**src/rtl/mccontrol_pkg.sv**
```systemverilog
// Shared constants for the multicycle MIPS controller, datapath and ALU:
// state codes, opcode/function fields, ALU function codes and mux selects.
package mccontrol_pkg;

    localparam int unsigned OP_W    = 6;
    localparam int unsigned FUNC_W  = 6;
    localparam int unsigned ALUC_W  = 4;
    localparam int unsigned STATE_W = 3;
    localparam int unsigned SEL_W   = 2;

    typedef enum logic [STATE_W-1:0] {
        S_IF  = 3'b000,
        S_ID  = 3'b001,
        S_EXE = 3'b010,
        S_MEM = 3'b011,
        S_WB  = 3'b100
    } state_t;

    // Opcodes
    localparam logic [OP_W-1:0] OP_RTYPE = 6'b000000;
    localparam logic [OP_W-1:0] OP_ADDI  = 6'b001000;
    localparam logic [OP_W-1:0] OP_ANDI  = 6'b001100;
    localparam logic [OP_W-1:0] OP_ORI   = 6'b001101;
    localparam logic [OP_W-1:0] OP_XORI  = 6'b001110;
    localparam logic [OP_W-1:0] OP_LUI   = 6'b001111;
    localparam logic [OP_W-1:0] OP_LW    = 6'b100011;
    localparam logic [OP_W-1:0] OP_SW    = 6'b101011;
    localparam logic [OP_W-1:0] OP_BEQ   = 6'b000100;
    localparam logic [OP_W-1:0] OP_BNE   = 6'b000101;
    localparam logic [OP_W-1:0] OP_J     = 6'b000010;
    localparam logic [OP_W-1:0] OP_JAL   = 6'b000011;

    // R-type function fields
    localparam logic [FUNC_W-1:0] FN_ADD = 6'b100000;
    localparam logic [FUNC_W-1:0] FN_SUB = 6'b100010;
    localparam logic [FUNC_W-1:0] FN_AND = 6'b100100;
    localparam logic [FUNC_W-1:0] FN_OR  = 6'b100101;
    localparam logic [FUNC_W-1:0] FN_XOR = 6'b100110;
    localparam logic [FUNC_W-1:0] FN_SLL = 6'b000000;
    localparam logic [FUNC_W-1:0] FN_SRL = 6'b000010;
    localparam logic [FUNC_W-1:0] FN_SRA = 6'b000011;
    localparam logic [FUNC_W-1:0] FN_JR  = 6'b001000;

    // ALU function codes (don't-care MSBs resolved to 0)
    localparam logic [ALUC_W-1:0] ALUC_ADD = 4'b0000;
    localparam logic [ALUC_W-1:0] ALUC_SUB = 4'b0100;
    localparam logic [ALUC_W-1:0] ALUC_AND = 4'b0001;
    localparam logic [ALUC_W-1:0] ALUC_OR  = 4'b0101;
    localparam logic [ALUC_W-1:0] ALUC_XOR = 4'b0010;
    localparam logic [ALUC_W-1:0] ALUC_LUI = 4'b0110;
    localparam logic [ALUC_W-1:0] ALUC_SLL = 4'b0011;
    localparam logic [ALUC_W-1:0] ALUC_SRL = 4'b0111;
    localparam logic [ALUC_W-1:0] ALUC_SRA = 4'b1111;

    // ALU B-operand select
    localparam logic [SEL_W-1:0] SRCB_QB   = 2'b00;
    localparam logic [SEL_W-1:0] SRCB_FOUR = 2'b01;
    localparam logic [SEL_W-1:0] SRCB_IMM  = 2'b10;
    localparam logic [SEL_W-1:0] SRCB_BR   = 2'b11;

    // Next-PC select
    localparam logic [SEL_W-1:0] PC_ALU   = 2'b00;
    localparam logic [SEL_W-1:0] PC_BTR   = 2'b01;
    localparam logic [SEL_W-1:0] PC_QA    = 2'b10;
    localparam logic [SEL_W-1:0] PC_JADDR = 2'b11;

    // One-hot instruction class produced by mc_decode
    typedef struct packed {
        logic rtype;
        logic shift;
        logic itype_alu;
        logic load;
        logic store;
        logic branch_eq;
        logic branch_ne;
        logic jump;
        logic jal;
        logic jr;
        logic illegal;
    } inst_class_t;

    // ALU function for the execute step of R-type and I-type ALU instructions
    function automatic logic [ALUC_W-1:0] exe_aluc(input logic [OP_W-1:0] op,
                                                   input logic [FUNC_W-1:0] func);
        logic [ALUC_W-1:0] code;
        code = ALUC_ADD;
        case (op)
            OP_RTYPE: begin
                case (func)
                    FN_SUB:  code = ALUC_SUB;
                    FN_AND:  code = ALUC_AND;
                    FN_OR:   code = ALUC_OR;
                    FN_XOR:  code = ALUC_XOR;
                    FN_SLL:  code = ALUC_SLL;
                    FN_SRL:  code = ALUC_SRL;
                    FN_SRA:  code = ALUC_SRA;
                    default: code = ALUC_ADD;
                endcase
            end
            OP_ANDI: code = ALUC_AND;
            OP_ORI:  code = ALUC_OR;
            OP_XORI: code = ALUC_XOR;
            OP_LUI:  code = ALUC_LUI;
            default: code = ALUC_ADD;
        endcase
        return code;
    endfunction

endpackage

```
**src/rtl/mccontrol_fsm_decode.sv**
```systemverilog
// mc_decode: maps op/func to one-hot instruction-class flags.
// Ports: op, func (from IR) -> cls (exactly one flag set; illegal otherwise).
module mc_decode
    import mccontrol_pkg::*;
(
    input  logic [OP_W-1:0]   op,
    input  logic [FUNC_W-1:0] func,
    output inst_class_t       cls
);

    always_comb begin
        cls = '0;
        case (op)
            OP_RTYPE: begin
                case (func)
                    FN_ADD, FN_SUB, FN_AND, FN_OR, FN_XOR: cls.rtype = 1'b1;
                    FN_SLL, FN_SRL, FN_SRA:                cls.shift = 1'b1;
                    FN_JR:                                 cls.jr    = 1'b1;
                    default:                               cls.illegal = 1'b1;
                endcase
            end
            OP_ADDI, OP_ANDI, OP_ORI, OP_XORI, OP_LUI: cls.itype_alu = 1'b1;
            OP_LW:   cls.load      = 1'b1;
            OP_SW:   cls.store     = 1'b1;
            OP_BEQ:  cls.branch_eq = 1'b1;
            OP_BNE:  cls.branch_ne = 1'b1;
            OP_J:    cls.jump      = 1'b1;
            OP_JAL:  cls.jal       = 1'b1;
            default: cls.illegal   = 1'b1;
        endcase
    end

endmodule

```
**src/rtl/mccontrol_fsm.sv**
```systemverilog
// Multicycle MIPS control unit: IF/ID/EXE/MEM/WB sequencer with
// combinational datapath controls.
// Ports: clk, clrn (async active-low); op, func, z, mem_rdy in;
// write enables wpc/wir/wmem/wreg; selects iord, regrt, m2reg, jal, sext,
// shift, alusrca, alusrcb, pcsrc; aluc; state (debug).
module mccontrol_fsm
    import mccontrol_pkg::*;
(
    input  logic                 clk,
    input  logic                 clrn,
    input  logic [OP_W-1:0]      op,
    input  logic [FUNC_W-1:0]    func,
    input  logic                 z,
    input  logic                 mem_rdy,
    output logic                 wpc,
    output logic                 wir,
    output logic                 wmem,
    output logic                 wreg,
    output logic                 iord,
    output logic                 regrt,
    output logic                 m2reg,
    output logic                 jal,
    output logic                 sext,
    output logic                 shift,
    output logic                 alusrca,
    output logic [SEL_W-1:0]     alusrcb,
    output logic [SEL_W-1:0]     pcsrc,
    output logic [ALUC_W-1:0]    aluc,
    output logic [STATE_W-1:0]   state
);

    state_t      state_r;
    state_t      state_nxt;
    inst_class_t cls;
    logic        wpc_d;
    logic        wir_d;
    logic        wmem_d;
    logic        wreg_d;

    mc_decode u_decode (
        .op   (op),
        .func (func),
        .cls  (cls)
    );

    // State register
    always_ff @(posedge clk or negedge clrn) begin
        if (!clrn) state_r <= S_IF;
        else       state_r <= state_nxt;
    end

    // Next-state and control decode
    always_comb begin
        state_nxt = state_r;
        wpc_d     = 1'b0;
        wir_d     = 1'b0;
        wmem_d    = 1'b0;
        wreg_d    = 1'b0;
        iord      = 1'b0;
        regrt     = 1'b0;
        m2reg     = 1'b0;
        jal       = 1'b0;
        sext      = 1'b0;
        shift     = 1'b0;
        alusrca   = 1'b0;
        alusrcb   = SRCB_QB;
        pcsrc     = PC_ALU;
        aluc      = ALUC_ADD;

        case (state_r)
            S_IF: begin
                alusrcb = SRCB_FOUR;
                if (mem_rdy) begin
                    wpc_d     = 1'b1;
                    wir_d     = 1'b1;
                    state_nxt = S_ID;
                end
            end
            S_ID: begin
                // Branch target computed here and latched by the datapath
                alusrcb = SRCB_BR;
                sext    = 1'b1;
                if (cls.jump) begin
                    wpc_d     = 1'b1;
                    pcsrc     = PC_JADDR;
                    state_nxt = S_IF;
                end else if (cls.jal) begin
                    wpc_d     = 1'b1;
                    pcsrc     = PC_JADDR;
                    wreg_d    = 1'b1;
                    jal       = 1'b1;
                    state_nxt = S_IF;
                end else if (cls.jr) begin
                    wpc_d     = 1'b1;
                    pcsrc     = PC_QA;
                    state_nxt = S_IF;
                end else if (cls.illegal) begin
                    state_nxt = S_IF;
                end else begin
                    state_nxt = S_EXE;
                end
            end
            S_EXE: begin
                if (cls.branch_eq || cls.branch_ne) begin
                    alusrca   = 1'b1;
                    aluc      = ALUC_SUB;
                    state_nxt = S_IF;
                    if ((cls.branch_eq && z) || (cls.branch_ne && !z)) begin
                        wpc_d = 1'b1;
                        pcsrc = PC_BTR;
                    end
                end else if (cls.load || cls.store) begin
                    alusrcb   = SRCB_IMM;
                    sext      = 1'b1;
                    state_nxt = S_MEM;
                end else if (cls.rtype || cls.shift || cls.itype_alu) begin
                    aluc      = exe_aluc(op, func);
                    shift     = cls.shift;
                    alusrcb   = cls.itype_alu ? SRCB_IMM : SRCB_QB;
                    // Logical immediates and lui are zero-extended
                    sext      = (op == OP_ADDI);
                    state_nxt = S_WB;
                end else begin
                    state_nxt = S_IF;
                end
            end
            S_MEM: begin
                iord = 1'b1;
                if (mem_rdy) begin
                    wmem_d    = cls.store;
                    state_nxt = cls.load ? S_WB : S_IF;
                end
            end
            S_WB: begin
                wreg_d    = 1'b1;
                regrt     = cls.itype_alu || cls.load;
                m2reg     = cls.load;
                state_nxt = S_IF;
            end
            default: state_nxt = S_IF;
        endcase
    end

    // Reset masks the write enables in the same cycle it is asserted
    assign wpc   = wpc_d  & clrn;
    assign wir   = wir_d  & clrn;
    assign wmem  = wmem_d & clrn;
    assign wreg  = wreg_d & clrn;
    assign state = state_r;

endmodule

```
**config.mk**
```make
export PLATFORM = sky130hd
export DESIGN_NAME = mccontrol_fsm
export DESIGN_NICKNAME = d
export VERILOG_FILES = /design/src/rtl/mccontrol_pkg.sv /design/src/rtl/mccontrol_fsm_decode.sv /design/src/rtl/mccontrol_fsm.sv
export SDC_FILE = /design/constraint.sdc
export NUM_CORES = 1
export LEC_CHECK = 0
export ABC_CLOCK_PERIOD_IN_PS = 2800
export CAP_MARGIN = 20
export CORE_MARGIN = 2
export CORE_UTILIZATION = 39
export DETAILED_ROUTE_END_ITERATION = 10
export PLACE_DENSITY = 0.8
export SETUP_SLACK_MARGIN = 0.2
export SYNTH_ARGS = -nofsm -noshare
export SYNTH_HDL_FRONTEND = slang
export SYNTH_SLANG_ARGS = --single-unit
```
**constraint.sdc**
```tcl
create_clock -name clk -period 2.8 [get_ports clk]
set_input_delay 0.7 -clock clk [delete_from_list [all_inputs] [get_ports clk]]
set_output_delay 0.7 -clock clk [all_outputs]
set_load 0.02 [all_outputs]
```
==> results of run 1 <==
-- cells in the mapped netlist, drive strengths merged, types with 2 or more instances --
master	number
nor3	2
or2b	2
inv	4
or2	3
a31oi	3
o21ai	2
a2bb2oi	2
o22ai	4
o211ai	2
nor2b	5
nand2b	6
nor2	18
dfrtp	3
nand2	8
and2	3
nor4b	2
nor4	2
buf	4
clkbuf	2
a21oi	5
nand3	3
-- kinds of logic after synthesis --
logic type                Yosys count  share of synthesized area, %
AOI/OAI and AO/OA                  30                          32.5
xor gates and xnor gates            1                          1.23
buffers and inverters              10                          6.32
DFF                                 3                          10.5
and+or+nand+nor                    60                          49.5
-- through the flow --
step | hold WS, ns | setup slack (ns) | util [%] | cell area, um^2 | setup TNS (ns)
floorplan | 0.404 | -0.143 | - | 772 | -0.143
global placement | 0.584 | -0.809 | 82.5 | 1430 | -11.22
detailed placement | 0.606 | -0.886 | 82.5 | 1430 | -11.97
CTS | 0.630 | 0.0404 | 94.2 | 1630 | 0
-- what timing repair did --
| item | 4_1_cts |
|---|---|
| gates resized for setup | 176 |
| buffers inserted | 12 |
| setup endpoints to repair | 17 |
| pin swaps | 18 |
==> metrics.cfg, run 1 <==
[synthesis]
synthFlopType = dfrtp_1
yosys_warnings = 0
avgSynthCellArea_um2 = 6.86
yosysTopAreaCellShare_pct = 10.5
synthArstFlopShare_pct = 100
syn-instance-count = 104
synth_seq_cells = 3
synth_enable_flop_cells = 0
yosysUniqueCellTypes = 47
synth_area_um2 = 713
synth_largest_area_cell = dfrtp_1
synth_nets = 120
yosys-top-cells-area = dfrtp_1 (11%), nor2_1 (9.5%), nand2b_1 (5.3%)
sequential_fraction_of_the_synthesis_area_pct = 10.5

[cts]
clockRootBuffer = clkbuf_4
cts_htree_levels = 1
cts_inserted_buffers = 3
cts.path.max_buffers = 2
cts.hold.buffers_added = 0
clock_sink_count = 3

[placement]
port-buffer-count = 37
number_of_placed_cells_counting_well_taps = 198
last_weighted_congestion_value_of_the_routability_driven_placer = 0.804
post-dp-hpwl_um = 2380

[outcome]
status = aborted with a tool error
firstError = [ERROR DPL-0038] Utilization greater than 100%, impossible to legalize
last-stage-reached = global routing

[timing]
worst-ep-kind = top-level output
globalroute.repair_timing.worst_endpoint = alusrcb[1]

[global_routing]
grt_start_max_net_pins = 16

[die]
fp.dieW_um = 46.8
start_util_pct = 41.3
boundaryPins = 38
core_rows = 15
die_h_um = 46.8

==> inputs of run 2 (changes only) <==
- CORE_AREA: not set -> 2 2 63 65
- CORE_MARGIN: 2 -> not set
- CORE_UTILIZATION: 39 -> not set
- DIE_AREA: not set -> 0 0 65 67
- PLACE_DENSITY: 0.8 -> not set
- PLACE_DENSITY_LB_ADDON: not set -> 0.15
- SETUP_SLACK_MARGIN: 0.2 -> not set
==> run 2 against run 1 <==
The run now ends clean. Area after synthesis stayed put. Synthesized cell count did not move.
==> metrics.cfg, run 2 <==
[cts]
cts.hold.buffers_added = 0  ; unchanged
clk_pin_slew_ns = 0.03
cts_inserted_buffers = 3  ; unchanged
clockRootBuffer = clkbuf_8
cts_tree = yes
clock_sink_count = 3  ; unchanged
cts.path.max_buffers = 2  ; unchanged
cts_htree_levels = 1  ; unchanged
clk-insertion-delay-late_ns = 0.22

[setup_path]
worst_ep_arrival_time_ns = 2.03
cells_along_the_critical_path = buf_2 > nor4_2 > buf_4 > and2_4 > buf_4 > nand2b_4 > nor2_4 > and4_1 > buf_6
path_buf_inv = 4
critPathCaptureType = output pin
crit_path_max_fanout = 4
path_common_cell = buf_4
timing.critical_path.max_delay_family = simple AND/OR/NAND/NOR gates
crit_start = op[3]
cpMaxStageDelayCell = nor4_2
start_kind = input port
r2r_start = state[1]
worst_ep_required_time_ns = 2.10
critical_path.max_stage_delay_ns = 0.25
worstSetupPathType = in -> out

[synthesis]
yosys_warnings = 0  ; unchanged
synth_area_um2 = 713  ; unchanged
synth_nets = 120  ; unchanged
syn-instance-count = 104  ; unchanged
sequential_fraction_of_the_synthesis_area_pct = 10.5  ; unchanged
synth_seq_cells = 3  ; unchanged
yosys-top-cells-area = dfrtp_1 (11%), nor2_1 (9.5%), nand2b_1 (5.3%)
synth_enable_flop_cells = 0  ; unchanged
synth_largest_area_cell = dfrtp_1
yosysUniqueCellTypes = 47  ; unchanged
synth.most_common_cell = nor2_1
synthArstFlopShare_pct = 100  ; unchanged
yosysTopAreaCellShare_pct = 10.5  ; unchanged
synth.top_cells.by_count = nor2_1 (18), nand2_1 (7), nand2b_1 (6)
synthFlopType = dfrtp_1
avgSynthCellArea_um2 = 6.86  ; unchanged

[routing]
detail_route.iter0.violations = 39
via_count = 1125
antenna_left = 0
avgViaCountPerCell = 4.69
drcViolationCount = 0
drtPass1Iterations = 4
totalWireLength_um = 3070
wire_per_inst_um = 12.8

[final_layout]
register_area_um2 = 75.1
nNetsFinal = 209
layout.cells.most_common = buf_4
layout-drive-gt1-share_pct = 57.3
layout.cells.most_common_list = buf_4 (55), nor2_1 (14), clkdlybuf4s50_1 (8), buf_6 (8)
fill_cells = 386
largest_register_ffs = 3
synthToLayoutAreaGrowth_pct = 131
final_cell_area_um2 = 1650
instances_no_fill = 240
combined_area_of_the_multi_input_logic_cells_um2 = 737
antenna_cells_inserted = 0

[timing]
post-route-period-util_pct = 97.6
worst_clock_skew_ns = 0.00505
grt_setup_unrepaired = yes
min_period_ns = 2.73
final-max-slew-violation-count = 0
slew-limit-headroom_pct = 80.0
achievable-frequency_mhz = 366
tightest_pin_transition_ns = 0.297
setup-violations-final = 0
number_of_endpoints_with_negative_hold_slack_in_the_final_report = 0
setup_total_negative_slack_ns = 0

[die]
die_area_um2 = 4360
core_rows = 22  ; +7
floorplan.core_area_um2 = 3610
die_h_um = 67  ; +43%
start_util_pct = 19.8  ; -22 points
fp.dieW_um = 65  ; +39%
boundaryPins = 38  ; unchanged

[outcome]
status = complete, no violations

[placement]
last_weighted_congestion_value_of_the_routability_driven_placer = 0.781  ; -2.9%
port-buffer-count = 37  ; unchanged
number_of_placed_cells_counting_well_taps = 224  ; +13%
placedInstanceArea_um2 = 1450  ; +2.0%
post-dp-hpwl_um = 2360  ; -0.87%

[global_routing]
grt_first_pass_wirelength_um = 5110
grt.overflow.total = 0
initial_antenna_violation_count = 0
grt_start_max_net_pins = 16
globalRouteTotalUtil_pct = 15.0
first_global_vias = 1174

[hold_path]
min_from = state[2]
min-delay-path-class = reg -> reg

[flow_run]
maxCapViolations = 0

[power_and_ir_drop]
power-per-cell-area_nw_per_um2 = 225
maximum_vdd_ir_drop_mv = 0.0850
power_leakage_uw = 0.000768

run 2: cell counts after synthesis:
Identical to the previous run, type by type.
run 2: cell families after synthesis:
family | Yosys count | synth area share [%]
DFF | 3 | 10.5
buffers and inverters | 10 | 6.32
xor gates and xnor gates | 1 | 1.23
AOI/OAI and AO/OA | 30 | 32.5
and+or+nand+nor | 60 | 49.5
run 2: worst reg2reg max path, cell delays in order, from the launching register on:
cell and delay (ns):
dfrtp_1 0.36, buf_4 0.17, nor2_1 0.14, buf_4 0.13
nand2_1 0.06, nor2_1 0.13, o211ai_1 0.10, o221ai_1 0.09
run 2: area by class of cell:
cell class	count	area share, %
Timing Repair Buffer	90	43.4
Inverter	4	0.911
Tap cell	48	3.64
Clock buffer	4	2.73
Sequential cell	3	4.56
Multi-Input combinational cell	91	44.7
run 2: metal layers:
layer	vias to the layer above	share of wire [%]	track usage, %
met5	-	0	0
met3	5	3.2	1.35
met4	0	1.4	5.85
met1	534	41	16.1
li1	558	-	-
met2	28	54	29.8
run 2: power breakdown:
| group | switching (uW) | total [uW] | internal (uW) |
|---|---|---|---|
| clock network | 32.2 | 130 | 97.4 |
| registers | 1.22 | 47.5 | 46.3 |
| logic | 94.8 | 194 | 99.1 |
| total | 128 | 371 | 243 |
run 2: metrics by stage:
| step | hold WS [ns] | power (uW) | utilization [%] | setup WS, ns |
|---|---|---|---|---|
| 5_1_grt | 0.613 | 392 | 45.7 | -0.00671 |
| 3_5_place_dp | 0.590 | 226 | 40.3 | -0.904 |
| 4_1_cts | 0.587 | 364 | 44.5 | 0.00553 |
| 3_3_place_gp | 0.578 | 223 | 40.3 | -0.876 |
| 6_report | 0.584 | 371 | 45.7 | 0.0680 |
| 2_1_floorplan | 0.404 | 126 | - | -0.143 |
run 2: worst paths after layout:
check                                 to  slack, ns  cells after the start
worst max-delay path             aluc[3]       0.07                      9
worst min-delay path            state[0]       0.58                      2
worst max register to register  state[1]       1.53                      7
worst min register to register  state[0]       0.58                      2
max in group asynchronous       state[2]       1.91                      2
min in group asynchronous       state[0]       0.78                      2
run 2: repair_timing:
item | CTS | global route
gates resized for setup | 117 | 23
pin swaps | 12 | 10
endpoints found under the setup margin | 17 | 13
setup buffers | 10 | 2
Power figures use the tool's default switching activity.
